## src/rtl/aes_128_keyram_writer.sv

```systemverilog
// AES-128 key-expansion writer for the double-buffered round-key RAM (two banks of 22 x 64-bit words).
// Optional macro KEYRAM_WR_REVERSE_EN stores rounds in decryption order (round 10 at the bank base).
module aes_128_keyram_writer #(
  parameter int LENGTH_KEY_SET = 22,
  parameter int ADDR_W         = 6
) (
  input  logic              clk,
  input  logic              kill_n,
  input  logic [127:0]      key_in,
  input  logic              key_valid,
  output logic              key_accept,
  output logic [31:0]       sbox_addr,
  input  logic [31:0]       sbox_data,
  output logic [63:0]       ram_din,
  output logic [ADDR_W-1:0] ram_addr_wr,
  output logic              ram_we,
  output logic              bank_ready,
  output logic              bank_ready_idx,
  input  logic              bank_release,
  input  logic              release_idx
);

  typedef enum logic [2:0] {IDLE, W0LO, W0HI, SBOX, WLO, WHI, DONE} state_t;

  state_t        state, state_nxt;
  logic [127:0]  key_r;
  logic [7:0]    rcon;
  logic [3:0]    round;
  logic [1:0]    full, full_nxt;
  logic          wr_bank;

  logic [31:0]   tw, nw0, nw1, nw2, nw3;
  logic [127:0]  key_nxt;
  logic [3:0]    slot;
  logic [ADDR_W-1:0] base, addr_lo;

  assign key_accept = (state == IDLE) & ~full[wr_bank];

  // FIPS-197 expansion step; sbox_data already holds SubWord(RotWord(w3)).
  assign tw      = sbox_data ^ {rcon, 24'h0};
  assign nw0     = key_r[127:96] ^ tw;
  assign nw1     = key_r[95:64]  ^ nw0;
  assign nw2     = key_r[63:32]  ^ nw1;
  assign nw3     = key_r[31:0]   ^ nw2;
  assign key_nxt = {nw0, nw1, nw2, nw3};

`ifdef KEYRAM_WR_REVERSE_EN
  assign slot = 4'd10 - round;
`else
  assign slot = round;
`endif
  assign base    = wr_bank ? ADDR_W'(LENGTH_KEY_SET) : '0;
  assign addr_lo = base + ADDR_W'({slot, 1'b0});

  always_comb begin
    state_nxt   = state;
    ram_we      = 1'b0;
    ram_din     = '0;
    ram_addr_wr = '0;
    bank_ready  = 1'b0;
    case (state)
      IDLE: if (key_valid && key_accept) state_nxt = W0LO;
      W0LO: begin
        ram_we      = 1'b1;
        ram_din     = key_r[63:0];
        ram_addr_wr = addr_lo;
        state_nxt   = W0HI;
      end
      W0HI: begin
        ram_we      = 1'b1;
        ram_din     = key_r[127:64];
        ram_addr_wr = addr_lo + ADDR_W'(1);
        state_nxt   = SBOX;
      end
      SBOX: state_nxt = WLO;
      WLO: begin
        ram_we      = 1'b1;
        ram_din     = key_nxt[63:0];
        ram_addr_wr = addr_lo;
        state_nxt   = WHI;
      end
      WHI: begin
        ram_we      = 1'b1;
        ram_din     = key_r[127:64];
        ram_addr_wr = addr_lo + ADDR_W'(1);
        state_nxt   = (round == 4'd10) ? DONE : SBOX;
      end
      DONE: begin
        bank_ready = 1'b1;
        state_nxt  = IDLE;
      end
      default: state_nxt = IDLE;
    endcase
  end

  // The set of a finishing bank wins over a release of that same bank.
  always_comb begin
    full_nxt = full;
    if (bank_release && !(state != IDLE && release_idx == wr_bank))
      full_nxt[release_idx] = 1'b0;
    if (state == DONE)
      full_nxt[wr_bank] = 1'b1;
  end

  always_ff @(posedge clk or negedge kill_n) begin
    if (!kill_n) begin
      state          <= IDLE;
      key_r          <= '0;
      rcon           <= 8'h01;
      round          <= '0;
      full           <= '0;
      wr_bank        <= 1'b0;
      sbox_addr      <= '0;
      bank_ready_idx <= 1'b0;
    end else begin
      state <= state_nxt;
      full  <= full_nxt;
      case (state)
        IDLE: if (key_valid && key_accept) begin
          key_r <= key_in;
          rcon  <= 8'h01;
          round <= '0;
        end
        W0HI: begin
          round     <= round + 4'd1;
          sbox_addr <= {key_r[23:0], key_r[31:24]};
        end
        WLO: key_r <= key_nxt;
        WHI: begin
          rcon <= {rcon[6:0], 1'b0} ^ (rcon[7] ? 8'h1b : 8'h00);
          if (round == 4'd10) begin
            bank_ready_idx <= wr_bank;  // valid during the bank_ready pulse
          end else begin
            round     <= round + 4'd1;
            sbox_addr <= {key_r[23:0], key_r[31:24]};
          end
        end
        DONE: wr_bank <= ~wr_bank;
        default: ;
      endcase
    end
  end

endmodule

```

## config.mk

```make
export PLATFORM = sky130hd
export DESIGN_NAME = aes_128_keyram_writer
export DESIGN_NICKNAME = d
export VERILOG_FILES = /design/src/rtl/aes_128_keyram_writer.sv
export SDC_FILE = /design/constraint.sdc
export NUM_CORES = 1
export LEC_CHECK = 0
export CORE_MARGIN = 10
export CORE_UTILIZATION = 35
export DETAILED_ROUTE_END_ITERATION = 8
export SYNTH_ARGS = -nofsm -noshare
export SYNTH_HDL_FRONTEND = slang
export SYNTH_SLANG_ARGS = --single-unit
export TNS_END_PERCENT = 30
```

## constraint.sdc

```tcl
create_clock -name clk -period 3.7 [get_ports clk]
set_clock_uncertainty 0.2 [all_clocks]
set_input_delay 0.74 -clock clk [delete_from_list [all_inputs] [get_ports clk]]
set_output_delay 0.74 -clock clk [all_outputs]
set_load 0.01 [all_outputs]
```

==> results.toml <==
[place]
gp_congestion = 0.810
dp_slack_ns = -0.240
dp_hpwl_um = 28100
dp_cells = 1881
io_buffer_count = 270
place_area_mm2 = 0.0151

[detailed_routing]
detail_route.wirelength_um = 42300
wl_per_cell_um = 22.0
dr.pass1.iters = 5
viasPerCell = 5.52
vias = 10607
drc = 0
first_iter_violations = 627
postRouteAntennaNets = 0

[global_routing]
grt_antenna_before_repair = 5
grt_start_max_net_pins = 80
grt_pass1_vias = 10501
grt_pass1_wl_um = 64700
track_usage = 0.200
overflow = 0

[setup_path]
end_kind = "output port"
crit_path_max_fanout = 3
required_ns = 2.76
ff2ff_setup_slack_ns = 0.63
cp_data_arrival_time_ns = 2.77
worstSetupEndpoint = "ram_din[56]"
critPathLaunch = "sbox_data[24]"
rr_endpoint = "key_r[38]$_DFFE_PN0P_"
timing.rr.start = "state[2]$_DFFE_PN0P_"
path_class = "in -> out"
rr_worst_depth = 8
start_kind = "input port"

[power_and_ir_drop]
p_sw_frac = 0.422
p_sw_mw = 7.13
peakVddDrop_uv = 415
total_leakage_power_nw = 6.20
p_comb_frac = 0.631
p_seq_frac = 0.243
power.density_mw_per_mm2 = 1060
intPower_mw = 9.75
clock_power_share = 0.127

[logic_synthesis]
synth_ff_type = "dfrtp_1"
yosysSeqAreaShare = 0.383
synth-warning-count = 0
syn_inst = 1195
synth_seq_cells = 179
syn_nets = 1366
synth_edf_count = 0
mappedNetlistArea_mm2 = 0.0117
avgSynthCellArea_um2 = 9.78
yosys.cell_types.count = 47
synthArstFlopShare = 1.00

[timing]
fmax_mhz = 269
finalSetupViolations = 1
fin_crit_ns = 3.71
final_hold_viol_count = 0
grt_setup_unrepaired = "yes"
tightest_slew_ns = 0.816
holdWs_ns = 0.147
max_slew_margin = 0.456
post-route-period-util = 1.00
setup_ws_ns = -0.0107
slew_violations = 0

[status]
violations = "setup timing"
status = "complete, but fails checks"

[clocking]
h-tree-depth = 4
cts-root-buf = "clkbuf_16"
cts_hold_buf = 0
clockBufferDepth = 2
cts_buffers = 17
cts_sinks = 179
clock_latency_ns = 0.45
cts_tree = "done"
clk_pin_slew_ns = 0.07

[final_layout]
fin_util = 0.487
fillCellCount = 3071
final_common_cell = "clkdlybuf4s50_1"
drive_gt1_frac = 0.148
final_area_mm2 = 0.0160
fin_nets = 1634
area_delta_synth_final_pct = 36.5
layout_common_cells = "254 x clkdlybuf4s50_1, 175 x dfrtp_1, 138 x xnor2_1, 133 x nand2_1, 97 x a221o_1"
post_layout_nonfiller_instances = 1922

[die]
start_util = 0.357
coreArea_mm2 = 0.0328
dieHeight_um = 203
chipWidth_um = 203
rows = 66
dieArea_mm2 = 0.0411
ios = 271

[worst_hold_path]
hp-class = "in -> async"

[run]
cap_violations = 0
## synth_stat cells (all sizes together) (40+ instances only)
master,instances,area share
dfrtp,178,0.38
xnor2,146,0.11
nand2,134,0.043
o21ai,103,0.044
a221o,97,0.083
nor2,64,0.021
mux2,63,0.061
clkbuf,53,0.017
a21oi,47,0.020
buf,40,0.021
xor2,40,0.030
## how the worst min path moves through the flow
stage                                      end  cells after the start                 startpoint
finish                   key_r[84]$_DFFE_PN0P_                      1                     kill_n
global route            key_r[116]$_DFFE_PN0P_                      1                     kill_n
CTS                      key_r[84]$_DFFE_PN0P_                      1                     kill_n
detailed placement   sbox_addr[28]$_DFFE_PN0P_                      1  sbox_addr[28]$_DFFE_PN0P_
global placement     sbox_addr[28]$_DFFE_PN0P_                      1  sbox_addr[28]$_DFFE_PN0P_
floorplan           bank_ready_idx$_DFFE_PN0P_                      0                     kill_n
## power by group through the flow
stage / Sequential [mW] / Clock, mW / Combinational [mW]
2_1_floorplan: 3.86 / 0 / 6.62
3_3_place_gp: 4.06 / 0 / 10.3
3_5_place_dp: 4.10 / 0 / 10.4
4_1_cts: 4.08 / 2.17 / 10.6
5_1_grt: 4.26 / 2.24 / 11.6
6_report: 4.09 / 2.14 / 10.6
## cell families after synthesis
logic type | count (synthesis) | share of synthesized area
xor+xnor | 193 | 0.153
flops | 179 | 0.383
compound gates | 341 | 0.220
buf+inv | 106 | 0.0424
fa+ha+maj | 6 | 0.00706
mux | 97 | 0.0898
simple gates | 273 | 0.104
## final cells by class
| class | count | area, µm² | share of cell area |
|---|---|---|---|
| repair buffers | 342 | 3360 | 0.211 |
| clock inverters | 11 | 198 | 0.0124 |
| inverters | 13 | 48.8 | 0.00306 |
| diodes | 4 | 10.0 | 0.000627 |
| multi-input cells | 910 | 6830 | 0.428 |
| flip-flops and latches | 179 | 4490 | 0.281 |
| well taps | 442 | 553 | 0.0347 |
| clock buffers | 21 | 470 | 0.0295 |
## flip-flops by register name, summed over array words and instances (netlist names)
name	flops
full	2
state	3
key_r	128
wr_bank	1
rcon	8
bank_ready_idx	1
sbox_addr	32
round	4
## layer usage
layer	wire (µm)	GRT usage	vias to the layer above
li1	-	-	4947
met1	18800	0.260	5299
met2	20000	0.319	324
met3	2950	0.0525	35
met4	605	0.0605	2
met5	13	0	-
## timing repair
action / in CTS / in global routing
pin swaps: 5 / 8
gates resized for setup: 13 / 22
setup endpoints to repair: 21 / 28
hold endpoints to repair: 0 / 0
setup buffers: 2 / 3
gates cloned: 0 / 0
## per-stage QoR
step / power, mW / TNS [ns]
after floorplan: 10.5 / 0
after global placement: 14.3 / -1.19
after detailed placement: 14.5 / -1.16
after CTS: 16.8 / 0
after global routing: 18.1 / -0.0795
final: 16.9 / -0.0107
## critical path, cell delays in order
cell             delay, ns
clkdlybuf4s50_1       0.50
xor3_1                0.28
xnor2_2               0.15
buf_4                 0.16
buf_4                 0.13
nor2_1                0.12
a221o_1               0.14
clkdlybuf4s50_1       0.55
Power figures use the tool's default switching activity.
